**config.mk**
```make
export PLATFORM = sky130hd
export DESIGN_NAME = keypad_encoder
export DESIGN_NICKNAME = d
export VERILOG_FILES = /design/src/rtl/keypad_encoder.sv
export SDC_FILE = /design/constraint.sdc
export NUM_CORES = 1
export LEC_CHECK = 0
export ABC_CLOCK_PERIOD_IN_PS = 2700
export BUFFER_PORTS_ARGS = -buffer_cell sky130_fd_sc_hd__buf_2
export CORE_ASPECT_RATIO = 0.9
export CORE_MARGIN = 3
export CORE_UTILIZATION = 27
export DETAILED_ROUTE_END_ITERATION = 8
export SYNTH_ARGS = -nofsm -noshare
export SYNTH_HDL_FRONTEND = slang
export SYNTH_SLANG_ARGS = --single-unit
```
**constraint.sdc**
```tcl
create_clock -name CLK -period 2.7 [get_ports CLK]
set_clock_uncertainty 0.05 [all_clocks]
set_input_delay 0.54 -clock CLK [delete_from_list [all_inputs] [get_ports CLK]]
set_output_delay 0.54 -clock CLK [all_outputs]
set_load 0.02 [all_outputs]
```
**src/rtl/keypad_encoder.sv**
```systemverilog
// Keypad front end: synchronises and debounces 16 raw key lines and emits one
// single-cycle BPRESS per accepted press, with BUTTON holding the key index.
module keypad_encoder #(
    parameter int DEBOUNCE_CYCLES = 16,
    parameter int CNT_W           = 16
) (
    input  logic        CLK,
    input  logic        RST,
    input  logic [15:0] KEY_RAW,
    output logic [3:0]  BUTTON,
    output logic        BPRESS,
    output logic        KEY_HELD,
    output logic        MULTI_ERR
);

    typedef enum logic [2:0] {
        IDLE        = 3'd0,
        DEB_PRESS   = 3'd1,
        FIRE        = 3'd2,
        HELD        = 3'd3,
        DEB_RELEASE = 3'd4
    } state_t;

    localparam logic [CNT_W-1:0] CNT_LAST = CNT_W'(DEBOUNCE_CYCLES - 1);
    localparam logic [CNT_W-1:0] CNT_ONE  = CNT_W'(1);

    logic [15:0]      key_s1;
    logic [15:0]      key_sync;
    state_t           state;
    state_t           state_nxt;
    logic [CNT_W-1:0] cnt;
    logic [CNT_W-1:0] cnt_nxt;
    logic [3:0]       cand;
    logic [3:0]       cand_nxt;
    logic [3:0]       button_nxt;
    logic             bpress_nxt;
    logic             held_nxt;
    logic             multi_nxt;

    logic             ks_zero;
    logic             ks_onehot;
    logic             ks_multi;
    logic             ks_match;
    logic [3:0]       ks_index;
    logic [15:0]      cand_mask;

    always_ff @(posedge CLK or posedge RST) begin
        if (RST) begin
            key_s1   <= '0;
            key_sync <= '0;
        end else begin
            key_s1   <= KEY_RAW;
            key_sync <= key_s1;
        end
    end

    // A value is one-hot when clearing its lowest set bit leaves nothing behind.
    always_comb begin
        ks_zero   = (key_sync == 16'd0);
        ks_onehot = !ks_zero && ((key_sync & (key_sync - 16'd1)) == 16'd0);
        ks_multi  = !ks_zero && !ks_onehot;
        cand_mask = 16'd1 << cand;
        ks_match  = (key_sync == cand_mask);
        ks_index  = 4'd0;
        for (int i = 0; i < 16; i++) begin
            if (key_sync[i]) begin
                ks_index = 4'(i);
            end
        end
    end

    always_comb begin
        state_nxt = state;
        cnt_nxt   = cnt;
        cand_nxt  = cand;
        multi_nxt = 1'b0;

        case (state)
            IDLE: begin
                if (ks_onehot) begin
                    cand_nxt  = ks_index;
                    cnt_nxt   = '0;
                    state_nxt = DEB_PRESS;
                end else if (ks_multi) begin
                    multi_nxt = 1'b1;
                end
            end

            DEB_PRESS: begin
                if (ks_match) begin
                    if (cnt == CNT_LAST) begin
                        cnt_nxt   = '0;
                        state_nxt = FIRE;
                    end else begin
                        cnt_nxt = cnt + CNT_ONE;
                    end
                end else begin
                    cnt_nxt   = '0;
                    state_nxt = IDLE;
                end
            end

            FIRE: begin
                state_nxt = HELD;
            end

            HELD: begin
                if (ks_zero) begin
                    cnt_nxt   = '0;
                    state_nxt = DEB_RELEASE;
                end
            end

            // Any key seen while the release settles is bounce, not a new press.
            DEB_RELEASE: begin
                if (ks_zero) begin
                    if (cnt == CNT_LAST) begin
                        cnt_nxt   = '0;
                        state_nxt = IDLE;
                    end else begin
                        cnt_nxt = cnt + CNT_ONE;
                    end
                end else begin
                    state_nxt = HELD;
                end
            end

            default: begin
                cnt_nxt   = '0;
                state_nxt = IDLE;
            end
        endcase

        bpress_nxt = (state_nxt == FIRE);
        held_nxt   = (state_nxt == HELD) || (state_nxt == DEB_RELEASE);
        button_nxt = (state_nxt == FIRE) ? cand_nxt : BUTTON;
    end

    // Outputs are registered alongside the state so they line up with it.
    always_ff @(posedge CLK or posedge RST) begin
        if (RST) begin
            state     <= IDLE;
            cnt       <= '0;
            cand      <= '0;
            BUTTON    <= '0;
            BPRESS    <= 1'b0;
            KEY_HELD  <= 1'b0;
            MULTI_ERR <= 1'b0;
        end else begin
            state     <= state_nxt;
            cnt       <= cnt_nxt;
            cand      <= cand_nxt;
            BUTTON    <= button_nxt;
            BPRESS    <= bpress_nxt;
            KEY_HELD  <= held_nxt;
            MULTI_ERR <= multi_nxt;
        end
    end

endmodule

```
==> out/metrics.csv, run 1 <==
metric,value,unit
HPWL Detailed,5.89,mm
FMAX,0.383,GHz
Synth area leader,dfrtp_1,
Initial Utilization,0.285,
Core Box Area,11800,um^2
Layout area overhead,24.3,%
measured slew at the worst slew-check pin,0.668,ns
Antenna Cells,0,
vias per cell,5.11,
GRT Residual Overflow,0,
Post-DRT Antenna Nets,0,
ys async rst share,1.00,
DIE WIDTH,123,um
CTS Hold Bufs,0,
Mapped Cells,344,
R2R Setup Slk,0.09,ns
top cell type's share of synthesized area,0.463,
top_reg_cell synth,dfrtp_1,
number of flops mapped to enable cells by yosys,0,
final hold violation count,0,
Clock Tree Buf Depth,2,
crit path max-delay cell type,or4b_4,
"Max FO, Critical Path",11,
Final Max Slew Viols,0,
Leakage,1.71,nW
Clock transition at path regs,0.06,ns
crit-path max cell delay,0.56,ns
Final WS setup,0.0907,ns
final number of setup-violating endpoints,0,
synthesized net count,363,
crit path to,cnt[2]$_DFFE_PP0P_,
syn avg cell area,9.75,um^2
I/O Pins,25,
max cap viols,0,
#FFs+latches synth,62,
Mapped Area,3350,um^2
Worst R2R Start,cand[1]$_DFF_PP0_,
final hold slack,0.253,ns
Peak VDD IR,0.000329,V
Placed Area,3800,um^2
register area share after synthesis,0.463,
crit path buf inv count,1,
CP Cell Sequence,nand4b_1 -> xnor2_1 -> o2111ai_1 -> or4b_4 -> nor4_4 -> buf_4 -> o2111ai_1 -> o311ai_0,
"Arr. time, crit path",2.77,ns
status,"complete, no violations",
unrepaired setup endpoints after global routing,true,
drt pass-1 iters,4,
"Period Utilization, post-route",0.966,
Placer Congestion,0.859,
DRT iter0 DRCs,219,
CTS sink cnt,62,
dpl ws,0.0632,ns
"Core Util, Final",0.355,
Pwr Density,546,nW/um^2
slew margin rel.,0.554,
Port Buffer Count,24,
commonest cells in the netlist,"dfrtp_1 (62), nand2_1 (38), o211ai_1 (24), nor2_1 (21), o21ai_0 (13)",
Worst EP required,2.86,ns
Reg2Reg Depth,8,
DRC,0,
die area,13800,um^2
R2R Path End,cnt[2]$_DFFE_PP0P_,
worst skew pair latency,0.34,ns
top-count cell post-synth,dfrtp_1,
total track usage,0.128,
largest net degree at the start of global routing,34,
Period minus WS final,2.61,ns
H-tree levels,3,
CTS tree,built,
Finished Cell Area,4170,um^2
wire length per cell,14.9,um
most frequent CP cell,o2111ai_1,
unique cell type count in the Yosys netlist,67,
Worst path depth,8,
Ys Warns,0,
initial antenna violation count,0,
via count,2831,
Worst Setup End Kind,flop,
vias in the first global route,2802,
cell family with the largest share of critical-path delay,simple AND/OR/NAND/NOR gates,
first-pass GRT wire length,13.9,mm
Num CTS Buffers,9,
min-delay worst type,primary input to asynchronous set/reset pin,
Setup Crit Path Kind,flop to flop,
Total Wirelength,8.26,mm
CP startpoint,cand[1]$_DFF_PP0_,
nets,412,
share of cells above drive strength 1,0.276,
CP startpoint kind,flop,
clock root buffer master,clkbuf_16,
DIE HEIGHT,112,um
"top cells by area, synth","dfrtp_1 (46%), o211ai_1 (5.4%), nand2_1 (4.3%)",
cell row count,37,
==> routing by layer <==
layer | global-route usage | up-vias | routed length, um
met5 | 0 | - | 0
met4 | 0.0517 | 0 | 191
met3 | 0.0381 | 13 | 304
met2 | 0.185 | 61 | 3740
met1 | 0.177 | 1378 | 4020
li1 | - | 1379 | -
==> state kept, by name (all words and copies together) (netlist names) <==
name,count
state,3
BUTTON,4
BPRESS,1
cand,4
key_s1,16
MULTI_ERR,1
key_sync,16
cnt,16
KEY_HELD,1
==> repair_timing <==
action                                  in CTS  in global routing
endpoints found under the setup margin       0                 19
setup buffers                                0                  4
resized for setup                            0                 14
==> report_power, final <==
part,leakage [nW],switching (W),total (W),internal [W]
Sequential,0.780,0.0000194,0.000973,0.000954
Combinational,0.785,0.0000662,0.000115,0.0000487
Clock,0.149,0.000459,0.00119,0.000728
==> cell usage in the layout, fill, tap and decap left out, types with 4 or more instances in the layout <==
cell,count
nor4_1,4
nor2_1,20
buf_4,33
nand2_1,38
o21ai_1,7
clkbuf_16,9
o21ai_0,11
nor2b_1,6
nand3_1,8
a21oi_1,10
nand4_1,6
nor3_1,10
nor3b_1,4
or2_2,6
o211ai_1,24
inv_1,10
dfrtp_1,58
nand2b_1,6
buf_2,24
dfrtp_2,4
or3_1,9
==> per-stage QoR <==
step                      std cells  power, W  setup TNS (ns)
after detailed placement        534   0.00110               0
after global routing            554   0.00237          -0.103
after floorplan                 344   0.00105               0
final                           554   0.00227               0
after CTS                       550   0.00230               0
after global placement          534   0.00110               0
==> cell type report <==
type,instances,area (um^2)
Tap cell,156,195
Timing Repair Buffer,59,395
Clock inverter,7,80.1
Multi-Input combinational cell,250,1680
Inverter,11,41.3
Fill cell,1197,7590
Sequential cell,62,1560
Clock buffer,9,225
==> how the worst min path moves through the flow <==
stage / startpoint / end / depth (start not counted)
floorplan: key_s1[0]$_DFF_PP0_ / key_sync[0]$_DFF_PP0_ / 0
global placement: key_s1[15]$_DFF_PP0_ / key_sync[15]$_DFF_PP0_ / 0
detailed placement: key_s1[10]$_DFF_PP0_ / key_sync[10]$_DFF_PP0_ / 0
CTS: KEY_RAW[4] / key_s1[4]$_DFF_PP0_ / 1
global route: KEY_RAW[5] / key_s1[5]$_DFF_PP0_ / 1
finish: RST / key_s1[11]$_DFF_PP0_ / 2
==> cells by family (layout without fill, tap and decap cells) <==
group	after synthesis	after routing	share of synthesized area
mux	7	7	0.0231
simple gates	152	152	0.270
fa+ha+maj	2	2	0.00709
xor+xnor	1	1	0.00261
buf+inv	32	86	0.0462
flops	62	62	0.463
compound gates	88	88	0.188
No activity file was read; power rests on OpenSTA's default activity.
==> run 2: changes to the inputs <==
--- a/config.mk
+++ b/config.mk
@@ -9,2 +9,4 @@
 export BUFFER_PORTS_ARGS = -buffer_cell sky130_fd_sc_hd__buf_2
+export CELL_PAD_IN_SITES_DETAIL_PLACEMENT = 0
+export CELL_PAD_IN_SITES_GLOBAL_PLACEMENT = 1
 export CORE_ASPECT_RATIO = 0.9
@@ -13,2 +15,4 @@
 export DETAILED_ROUTE_END_ITERATION = 8
+export PLACE_DENSITY_LB_ADDON = 0.1
+export SLEW_MARGIN = 20
 export SYNTH_ARGS = -nofsm -noshare
==> constraint.sdc (replaced) <==
create_clock -name CLK -period 2.7 [get_ports CLK]
set_clock_uncertainty 0.05 [all_clocks]
set_input_delay 0.27 -clock CLK [delete_from_list [all_inputs] [get_ports CLK]]
set_output_delay 0.27 -clock CLK [all_outputs]
set_load 0.02 [all_outputs]
==> run 2 against run 1 <==
First-iteration DRC count fell by 43%. Die area did not move. Critical endpoint is now BUTTON[2]$_DFFE_PP0N_. Cell area rose by 8.3%.
==> out/metrics.csv, run 2 (synthesis results as in run 1) <==
metric,value,unit,change
status,"complete, no violations",,unchanged
Int Pwr,0.00184,W,was 0.00173 W
Antenna Cells,0,,unchanged
Layout area overhead,34.7,%,was 24.3%
Comb power frac,0.060,,was 0.051
switching share of power,0.228,,was 0.239
final number of setup-violating endpoints,0,,unchanged
crit-path max cell delay,0.71,ns,was 0.56 ns
slew margin rel.,0.573,,was 0.554
Placed Area,3940,um^2,was 3800 um^2
via count,2958,,was 2831
Hold Startpoint,key_s1[14]$_DFF_PP0_,,
vias in the first global route,2913,,was 2802
Clock transition at path regs,0.06,ns,about the same
DRT iter0 DRCs,124,,was 219
drt pass-1 iters,4,,unchanged
nets,445,,was 412
crit path max-delay cell type,or4b_2,,was or4b_4
DRC,0,,unchanged
Worst EP required,2.86,ns,about the same
total track usage,0.146,,was 0.128
"Max FO, Critical Path",10,,was 11
Placer Congestion,0.880,,was 0.859
Clock Tree Buf Depth,2,,unchanged
Port Buffer Count,24,,unchanged
TNS Setup,0,ns,unchanged
Num CTS Buffers,9,,unchanged
share of cells above drive strength 1,0.295,,was 0.276
NetSw,0.000544,W,about the same
"commonest non-fill, non-tap cell in the layout",dfrtp_1,,unchanged
R2R Path End,BUTTON[2]$_DFFE_PP0N_,,was cnt[2]$_DFFE_PP0P_
GRT Residual Overflow,0,,unchanged
DIE WIDTH,123,um,unchanged
Top Registers,"cnt (16), key_s1 (16), key_sync (16)",,unchanged
initial antenna violation count,0,,unchanged
Setup Crit Path Kind,flop to flop,,unchanged
Final WS setup,0.110,ns,was 0.0907 ns
FMAX,0.386,GHz,was 0.383 GHz
Leakage,1.88,nW,was 1.71 nW
Hold Path Sink,key_sync[14]$_DFF_PP0_,,
CTS tree,built,,unchanged
Final Max Slew Viols,0,,unchanged
largest net degree at the start of global routing,35,,was 34
final hold violation count,0,,unchanged
die area,13800,um^2,unchanged
H-tree levels,3,,unchanged
max cap viols,0,,unchanged
crit path buf inv count,1,,unchanged
Pwr Density,528,nW/um^2,was 546 nW/um^2
Worst Setup End Kind,flop,,unchanged
unrepaired setup endpoints after global routing,true,,unchanged
clock root buffer master,clkbuf_16,,unchanged
DIE HEIGHT,112,um,unchanged
Reg2Reg Depth,8,,unchanged
cell row count,37,,unchanged
Period minus WS final,2.59,ns,was 2.61 ns
vias per cell,5.04,,was 5.11
cell family with the largest share of critical-path delay,simple AND/OR/NAND/NOR gates,,unchanged
dpl ws,-0.0562,ns,was 0.0632 ns
Finished Cell Area,4520,um^2,was 4170 um^2
Total Wirelength,9.39,mm,was 8.26 mm
"Arr. time, crit path",2.75,ns,was 2.77 ns
sequential fraction of design power,0.409,,was 0.428
"Period Utilization, post-route",0.959,,was 0.966
CP Cell Sequence,buf_4 -> or4b_2 -> o2111ai_2 -> o211ai_1 -> and4_1 -> nand4_1 -> or2_4 -> mux2_2,,was nand4b_1 -> xnor2_1 -> o2111ai_1 -> or4b_4 -> nor4_4 -> buf_4 -> o2111ai_1 -> o311ai_0
R2R Setup Slk,0.11,ns,was 0.09 ns
WHS Path Cells,0,,
I/O Pins,25,,unchanged
HPWL Detailed,6.97,mm,was 5.89 mm
min-delay worst type,flop to flop,,was primary input to asynchronous set/reset pin
clock power share,0.531,,was 0.522
Post-DRT Antenna Nets,0,,unchanged
CTS sink cnt,62,,unchanged
Peak VDD IR,0.000347,V,was 0.000329 V
Core Box Area,11800,um^2,unchanged
wire length per cell,16.0,um,was 14.9 um
most frequent cells in the layout,"dfrtp_1 (59), buf_4 (46), nand2_1 (38), o211ai_1 (24), buf_2 (24)",,"was dfrtp_1 (58), nand2_1 (38), buf_4 (33), o211ai_1 (24), buf_2 (24)"
Worst R2R Start,cand[0]$_DFF_PP0_,,was cand[1]$_DFF_PP0_
worst skew pair latency,0.33,ns,was 0.34 ns
first-pass GRT wire length,15.7,mm,was 13.9 mm
Initial Utilization,0.285,,unchanged
CP startpoint kind,flop,,unchanged
measured slew at the worst slew-check pin,0.639,ns,was 0.668 ns
run 2: worst register-to-register path: cells and delay by family (launching register included):
family / cells / cell delay [ns]
simple gates: 4 / 1.20
flops: 1 / 0.44
mux: 1 / 0.33
compound gates: 2 / 0.27
buf+inv: 1 / 0.18
run 2: worst max path at each step:
stage                                startpoint                     to  slack [ns]  cells after the start
after global routing      key_sync[2]$_DFF_PP0_  BUTTON[2]$_DFFE_PP0N_       -0.01                      7
after global placement        cand[0]$_DFF_PP0_  BUTTON[2]$_DFFE_PP0N_       -0.08                      8
after CTS                 key_sync[2]$_DFF_PP0_  BUTTON[2]$_DFFE_PP0N_       0.001                      7
final                         cand[0]$_DFF_PP0_  BUTTON[2]$_DFFE_PP0N_        0.11                      8
after floorplan           key_sync[2]$_DFF_PP0_     cnt[6]$_DFFE_PP0P_        0.25                      9
after detailed placement      cand[0]$_DFF_PP0_  BUTTON[1]$_DFFE_PP0N_       -0.06                      8
run 2: layout make-up:
cell class                      instances  area (um^2)
Sequential cell                        62         1560
Clock inverter                          7          103
Multi-Input combinational cell        250         1690
Fill cell                            1182         7240
Timing Repair Buffer                   92          712
Tap cell                              156          195
Clock buffer                            9          225
Inverter                               11         41.3
run 2: power groups by stage:
| stage | registers, W | logic, W | clock network, W |
|---|---|---|---|
| finish | 0.000975 | 0.000144 | 0.00127 |
| global route | 0.000978 | 0.000161 | 0.00136 |
| CTS | 0.000975 | 0.000143 | 0.00131 |
| detailed placement | 0.000992 | 0.000124 | 0 |
| global placement | 0.000992 | 0.000125 | 0 |
| floorplan | 0.000984 | 0.0000671 | 0 |
run 2: per-layer routing:
metal	up-vias	wire (um)	global-route usage
met5	-	0	0
met4	0	111	0.0428
met3	10	402	0.0361
met2	74	3910	0.197
met1	1437	4970	0.227
li1	1437	-	-
run 2: metrics by stage:
stage	power, W	util	cells	hold slack (ns)
finish	0.00239	0.384	587	0.294
global route	0.00250	0.384	587	0.301
CTS	0.00243	0.378	582	0.295
detailed placement	0.00112	0.335	549	0.285
global placement	0.00112	0.335	549	0.282
floorplan	0.00105	-	344	0.251
run 2: timing repair:
item,CTS,global route
hold buffers,17,0
resized for setup,1,14
gates cloned,0,0
setup endpoints to repair,3,21
pin swaps,0,5
hold endpoints to repair,40,0
buffers inserted,0,5
